[src/rtl/frame_sipo_rx.sv]
// Serial-to-parallel configuration frame receiver: hunts for SYNC_WORD, shifts in a 27-bit body, commits it to outputs.
// Latency: outputs update on the edge that samples the last frame bit (33 enabled edges with parity, 32 without).
// Backpressure: none; en gates every register, so en=0 edges freeze the receiver. Optional parity via FRAME_PARITY_EN.
module frame_sipo_rx #(
  parameter logic [4:0] SYNC_WORD = 5'b10110
) (
  input  logic       clk,
  input  logic       rst,
  input  logic       en,
  input  logic       in,
  output logic       out_sel,
  output logic       clk_sel,
  output logic [4:0] out1,
  output logic [4:0] out2,
  output logic [4:0] out3,
  output logic [4:0] out4,
  output logic [4:0] out5,
  output logic       finished,
  output logic       err,
  output logic       busy
);

  localparam int BODY_BITS = 27;

  // With parity the whole body is held until the parity bit arrives; without it
  // the final body bit goes straight from the input into the committed image.
`ifdef FRAME_PARITY_EN
  localparam int SHADOW_W = BODY_BITS;
`else
  localparam int SHADOW_W = BODY_BITS - 1;
`endif

  typedef enum logic [1:0] {
    HUNT  = 2'd0,
    LOAD  = 2'd1,
    CHECK = 2'd2
  } state_t;

  state_t                 state_q,  state_d;
  // Only four past bits are stored; the fifth bit of the sync window is the live input.
  logic [3:0]             hist_q,   hist_d;
  // Number of fresh enabled bits seen since the history was last cleared (saturates at 4).
  logic [2:0]             fill_q,   fill_d;
  logic [4:0]             cnt_q,    cnt_d;
  logic [SHADOW_W-1:0]    shadow_q, shadow_d;
  // Committed frame image, laid out out_sel, clk_sel, out1..out5 from MSB down.
  logic [BODY_BITS-1:0]   frame_q,  frame_d;
  logic                   finished_q, finished_d;
  logic                   busy_q,   busy_d;
`ifdef FRAME_PARITY_EN
  logic                   err_q,    err_d;
`endif

  logic [4:0]             sync_window;
  logic                   window_full;

  assign sync_window = {hist_q, in};
  assign window_full = (fill_q >= 3'd4);

  // Next-state logic: hunt for sync, shift the body, then commit (or reject on bad parity).
  always_comb begin
    state_d    = state_q;
    hist_d     = hist_q;
    fill_d     = fill_q;
    cnt_d      = cnt_q;
    shadow_d   = shadow_q;
    frame_d    = frame_q;
    finished_d = finished_q;
    busy_d     = busy_q;
`ifdef FRAME_PARITY_EN
    err_d      = err_q;
`endif

    if (en) begin
      case (state_q)
        HUNT: begin
          hist_d = sync_window[3:0];
          fill_d = window_full ? 3'd4 : fill_q + 3'd1;
          // A match needs five bits received since the history was cleared,
          // so zeros left over from the clear can never complete a sync word.
          if (window_full && (sync_window == SYNC_WORD)) begin
            state_d = LOAD;
            cnt_d   = 5'd0;
            busy_d  = 1'b1;
            hist_d  = 4'd0;
            fill_d  = 3'd0;
          end
        end

        LOAD: begin
          shadow_d = {shadow_q[SHADOW_W-2:0], in};
          cnt_d    = cnt_q + 5'd1;
          if (cnt_q == 5'(BODY_BITS - 1)) begin
`ifdef FRAME_PARITY_EN
            state_d = CHECK;
`else
            frame_d    = {shadow_q, in};
            finished_d = 1'b1;
            busy_d     = 1'b0;
            state_d    = HUNT;
`endif
          end
        end

`ifdef FRAME_PARITY_EN
        CHECK: begin
          // Even parity over body plus parity bit; a bad frame leaves the outputs untouched.
          if ((^shadow_q ^ in) == 1'b0) begin
            frame_d    = shadow_q;
            finished_d = 1'b1;
            err_d      = 1'b0;
          end else begin
            err_d      = 1'b1;
          end
          busy_d  = 1'b0;
          state_d = HUNT;
        end
`endif

        default: begin
          state_d = HUNT;
          hist_d  = 4'd0;
          fill_d  = 3'd0;
          busy_d  = 1'b0;
        end
      endcase
    end
  end

  // State and output registers; synchronous active-low reset wins over en.
  always_ff @(posedge clk) begin
    if (!rst) begin
      state_q    <= HUNT;
      hist_q     <= '0;
      fill_q     <= '0;
      cnt_q      <= '0;
      shadow_q   <= '0;
      frame_q    <= '0;
      finished_q <= 1'b0;
      busy_q     <= 1'b0;
`ifdef FRAME_PARITY_EN
      err_q      <= 1'b0;
`endif
    end else begin
      state_q    <= state_d;
      hist_q     <= hist_d;
      fill_q     <= fill_d;
      cnt_q      <= cnt_d;
      shadow_q   <= shadow_d;
      frame_q    <= frame_d;
      finished_q <= finished_d;
      busy_q     <= busy_d;
`ifdef FRAME_PARITY_EN
      err_q      <= err_d;
`endif
    end
  end

  assign out_sel  = frame_q[26];
  assign clk_sel  = frame_q[25];
  assign out1     = frame_q[24:20];
  assign out2     = frame_q[19:15];
  assign out3     = frame_q[14:10];
  assign out4     = frame_q[9:5];
  assign out5     = frame_q[4:0];
  assign finished = finished_q;
  assign busy     = busy_q;
`ifdef FRAME_PARITY_EN
  assign err      = err_q;
`else
  assign err      = 1'b0;
`endif

endmodule

[config.mk]
export PLATFORM = sky130hd
export DESIGN_NAME = frame_sipo_rx
export DESIGN_NICKNAME = d
export VERILOG_FILES = /design/src/rtl/frame_sipo_rx.sv
export SDC_FILE = /design/constraint.sdc
export NUM_CORES = 1
export LEC_CHECK = 0
export CAP_MARGIN = 20
export CORE_ASPECT_RATIO = 0.5
export CORE_UTILIZATION = 45
export DETAILED_ROUTE_END_ITERATION = 10
export PLACE_DENSITY = 0.71
export REMOVE_ABC_BUFFERS = 1
export SLEW_MARGIN = 20
export SYNTH_ARGS = -nofsm -noshare
export SYNTH_HDL_FRONTEND = slang
export SYNTH_SLANG_ARGS = --single-unit
[constraint.sdc]
create_clock -name clk -period 1.5 [get_ports clk]
set_input_delay 0.15 -clock clk [delete_from_list [all_inputs] [get_ports clk]]
set_output_delay 0.15 -clock clk [all_outputs]
set_load 0.02 [all_outputs]
After elaboration in Yosys (flattened, before gate mapping)
Cells that the tools add are included.
- add/sub/neg operators: 2
- multipliers: 0
- div/mod/pow operators: 0
- order comparisons: 1
- eq/ne operators: 5
- shifts and indexed selects: 0
- muxes and demuxes: 13
- bitwise logic cells: 1
- reduce and logical (&&, ||, !) cells: 8
- operators by type and width (operator ; count):
    5-bit equality test (second input constant) ; 2
    5-bit case mux with 2 select lines ; 1
    3-bit AND reduction ; 3
    4-bit case mux with 2 select lines ; 1
    3-bit 2-to-1 mux ; 2
    3-bit case mux with 2 select lines ; 1
    5-bit by 1-bit adder with 5-bit output (second input constant) ; 1
    5-bit 2-to-1 mux ; 1
    2-bit 2-to-1 mux ; 2
    4-bit 2-to-1 mux ; 1
    2-bit != test (second input constant) ; 2
    2-bit case mux with 2 select lines ; 1
    2-bit AND reduction ; 2
    3-bit by 1-bit adder with 3-bit output (second input constant) ; 1
    3-bit >= comparator (second input constant) ; 1
    2-bit by 1-bit equality test with 1-bit output (second input constant) ; 1
    2-bit zero test ; 1
    1-bit 2-to-1 mux ; 2
    1-bit case mux with 2 select lines ; 1
    2-bit nonzero test ; 1
    1-bit logical AND ; 1
    1-bit NOT ; 1
- register bits: 69
- bits in latches: 0
- bits in writable memories: 0
- bits in read-only memories: 0
- bits of input ports: 4
- output and inout port bits: 30
- word-level logic and storage cells: 38
- memories kept: 0

Longest topological paths before layout
- depth in word-level cells: 4
- depth in mapped cells: 7
- gate-level depth less buffers: 5

Worst setup path before layout
OpenSTA, ideal clock, no wires.
- path kind: reg2reg
- start point: register cnt_q[0]
- end point: register finished_q (netlist: finished)
- library setup time: 128 ps
- arrival: 1238 ps
- data required time: 1372 ps
- setup slack: 134 ps
- stages on the path, launching flop included: 8
- buffers on the path: 2
- period minus slack after synthesis: 1366 ps
- cell sequence: dfxtp_1 -> inv_1 -> ha_1 -> and4b_1 -> buf_6 -> buf_4 -> a21oi_1 -> nor2_1
- cells in the longest elaborated chain, start to end: 2
- ends and longest elaborated chain (what ; line ; source):
    start: declaration ; 44 ; logic [4:0] cnt_q, cnt_d;
    start signal: assignment ; 148 ; cnt_q <= cnt_d;
    5-bit equality test ; 93 ; if (cnt_q == 5'(BODY_BITS - 1)) begin
    3-bit AND reduction (no line) ; n/a ;
    end signal: assignment ; 151 ; finished_q <= finished_d;
    end: declaration ; 48 ; logic finished_q, finished_d;
No other way between the ends.
A chain may end at the register's enable or synchronous reset.

Final worst setup path
- start point: register frame_q[6]
- end point: output out4[1]
- RTL lines (what ; line ; source):
    start: declaration ; 47 ; logic [BODY_BITS-1:0] frame_q, frame_d;
    start signal: assignment ; 150 ; frame_q <= frame_d;
    end: declaration ; 16 ; output logic [4:0] out4,
No word-level cell between the ends.

==> flow_summary.yaml <==
status:
  status: "finished, violations left"
  violations: "design-rule violations"
drt:
  drcViolationCount: 1
  ant_nets: 0
  totalWireLength_um: 5160
  via_count: 2242
  wire_per_inst_um: 12.2
  vias_per_cell: 5.30
  drt-initial-drc-count: 141
  dr.pass1.iters: 7
layout:
  diodes: 0
  postLayoutCoreUtil: 0.609
  finish.net_count: 353
  stdcell_area_sq_um: 3360
  area_delta_synth_final_pct: 29.2
  drive_gt1_frac: 0.0971
  instances_no_fill: 423
setup_path:
  cp.arrival_ps: 1260
  cp_max_fo: 2
  setup.worst_path.start_class: "flop"
  end_kind: "output pin"
  max_stage_delay_ps: 610
  crit_start: "frame_q[6]"
  reg2reg_from: "cnt_q[0]"
  critical_path_class: "reg2out"
  slowest_stage: "clkdlybuf4s50_1"
  crit_required_ps: 1350
  cp_cell_sequence: "clkdlybuf4s50_1"
  crit_family: "buffers and inverters"
  crit_buf_inv: 1
power_and_ir_drop:
  clkPwrFrac: 0.551
  power.static_leakage_uw: 0.00114
  p_sw_frac: 0.194
  power_switching_uw: 811
  powerDensity_nw_per_um2: 1250
  peakVddDrop_mv: 0.579
  seq_power_share: 0.429
  p_int_uw: 3370
  combPwrFrac: 0.020
yosys:
  synth-adder-area-share: 0.0193
  synth_warnings: 0
  ys.flop_type: "dfxtp_1"
  avgSynthCellArea_sq_um: 8.25
  syn_area_sq_um: 2600
  synth_top_cell_by_area: "dfxtp_1"
  yosys.cell_types.count: 33
  synth_xor_area_frac: 0
  synth-compound-area-share: 0.195
  yosys.area.top_type_share: 0.516
  yosysSeqAreaShare: 0.516
  syn_inst: 315
  synth_top_family_by_area: "simple AND/OR/NAND/NOR gates"
  synth_edf_count: 0
  ys_ff_latch: 67
  synthMuxAreaShare: 0.0120
  async_flop_share: 0
  yosys.area_share.simple: 0.197
  synthTopCellsByArea: "dfxtp_1, a21oi_1, nand2_1"
placement:
  io_buffers: 32
  dpl.cell_count: 407
  gp_congestion: 0.739
  dpl-instance-area_sq_um: 3020
  hpwl_um: 3310
die:
  coreArea_sq_um: 5520
  io_pins: 34
  die_h_um: 55.7
  die_x_um: 109
  rows: 19
  dieArea_sq_um: 6100
  initial_core_util: 0.471
grt:
  antenna_found_initial: 0
  grt-ovfl-total: 0
  grt_pass1_vias: 2062
  grt_max_degree: 55
  grt_pass1_wl_um: 9020
  gr-usage-all-layers: 0.193
timing:
  fin_crit_ps: 1410
  fmax_mhz: 709
  finalSetupViolCount: 0
  rsz0062_at_grt: "true"
  finalSetupTns_ps: 0
  drv_slew: 0
  timing.final.crit_share: 0.940
  finalHoldViolations: 0
  finClkSkew_ps: 4.14
clock_tree:
  cts.path.max_buffers: 2
  cts_num_sinks: 67
  cts_tree: "built"
  clock_latency_ps: 320
  cts-buffers-inserted: 9
  htreeDepth: 3
  clk_pin_slew_worst_paths_ps: 60
  root_buffer: "clkbuf_16"
  ctsHoldBuffers: 0
worst_hold_path:
  hold_path_class: "reg2reg"
  hp-start: "shadow_q[25]"
job:
  drv_cap: 0
synth_stat cells, types with 3 or more instances:
| cell type | n |
|---|---|
| o21ai_0 | 27 |
| inv_1 | 3 |
| a21oi_1 | 61 |
| nand2_1 | 67 |
| o22ai_1 | 3 |
| ha_1 | 4 |
| nand3_1 | 30 |
| buf_2 | 9 |
| buf_4 | 5 |
| clkbuf_1 | 9 |
| dfxtp_1 | 67 |
power by group through the flow:
stage               registers (uW)  logic, uW  clock network, uW
global route                  1790       91.1               2460
finish                        1790       82.5               2300
global placement              1830       79.4                  0
floorplan                     1830       39.9                  0
detailed placement            1830       82.1                  0
CTS                           1790       82.8               2340
placed cells by master (no fill, tap or decap), drive strengths merged, types with 3 or more instances in the layout:
cell type	netlist	final
nand2	67	67
dfxtp	67	67
a21oi	61	61
clkdlybuf4s50	0	31
nand3	30	30
o21ai	28	28
buf	15	13
clkbuf	11	11
inv	4	5
ha	4	4
o22ai	3	3
kinds of logic (layout without fill, tap and decap cells):
kind of cell | count (synthesis) | after routing
AOI/OAI and AO/OA | 97 | 97
buffers and inverters | 30 | 65
other | 1 | 1
adders and majority gates | 4 | 4
muxes | 3 | 3
DFF | 67 | 67
and+or+nand+nor | 113 | 113
state kept, by name, summed over array words and instances (netlist names):
| signal | cells |
|---|---|
| shadow_q | 26 |
| cnt_q | 5 |
| frame_q | 27 |
| hist_q | 4 |
| fill_q | 3 |
| finished | 1 |
| busy | 1 |
metrics by stage:
| stage | setup WS [ps] | hold slack, ps | total power (uW) |
|---|---|---|---|
| after detailed placement | -37.0 | 454 | 1910 |
| after CTS | 70.5 | 462 | 4220 |
| after global routing | -12.8 | 487 | 4340 |
| after floorplan | -392 | 286 | 1870 |
| final | 90.3 | 457 | 4180 |
| after global placement | -11.9 | 443 | 1910 |
metal layers:
| layer | track usage | wire, um |
|---|---|---|
| met1 | 0.227 | 2390 |
| met2 | 0.315 | 2510 |
| met3 | 0.0796 | 192 |
| met4 | 0.0705 | 66 |
| met5 | 0 | 0 |
path summary, 6_finish.rpt:
kind                  end  slack, ps  cells past startpoint
max reg2reg   frame_q[19]        100                      6
min          shadow_q[25]        460                      2
max               out4[1]         90                      1
min reg2reg  shadow_q[25]        460                      2
area by class of cell:
class                   count  area [sq um]
clock inverters             5          83.8
flip-flops and latches     67          1340
well taps                  73          91.3
fillers                   476          2160
inverters                   4          15.0
multi-input cells         218          1110
repair buffers             45           467
clock buffers              11           253
timing repair:
action                                 CTS  global route
resized for setup                        1             0
endpoints found under the hold margin    0             0
buffers inserted                         0             0
setup endpoints to repair                1             2
cloned                                   0             0
(Power assumes the default switching activity.)
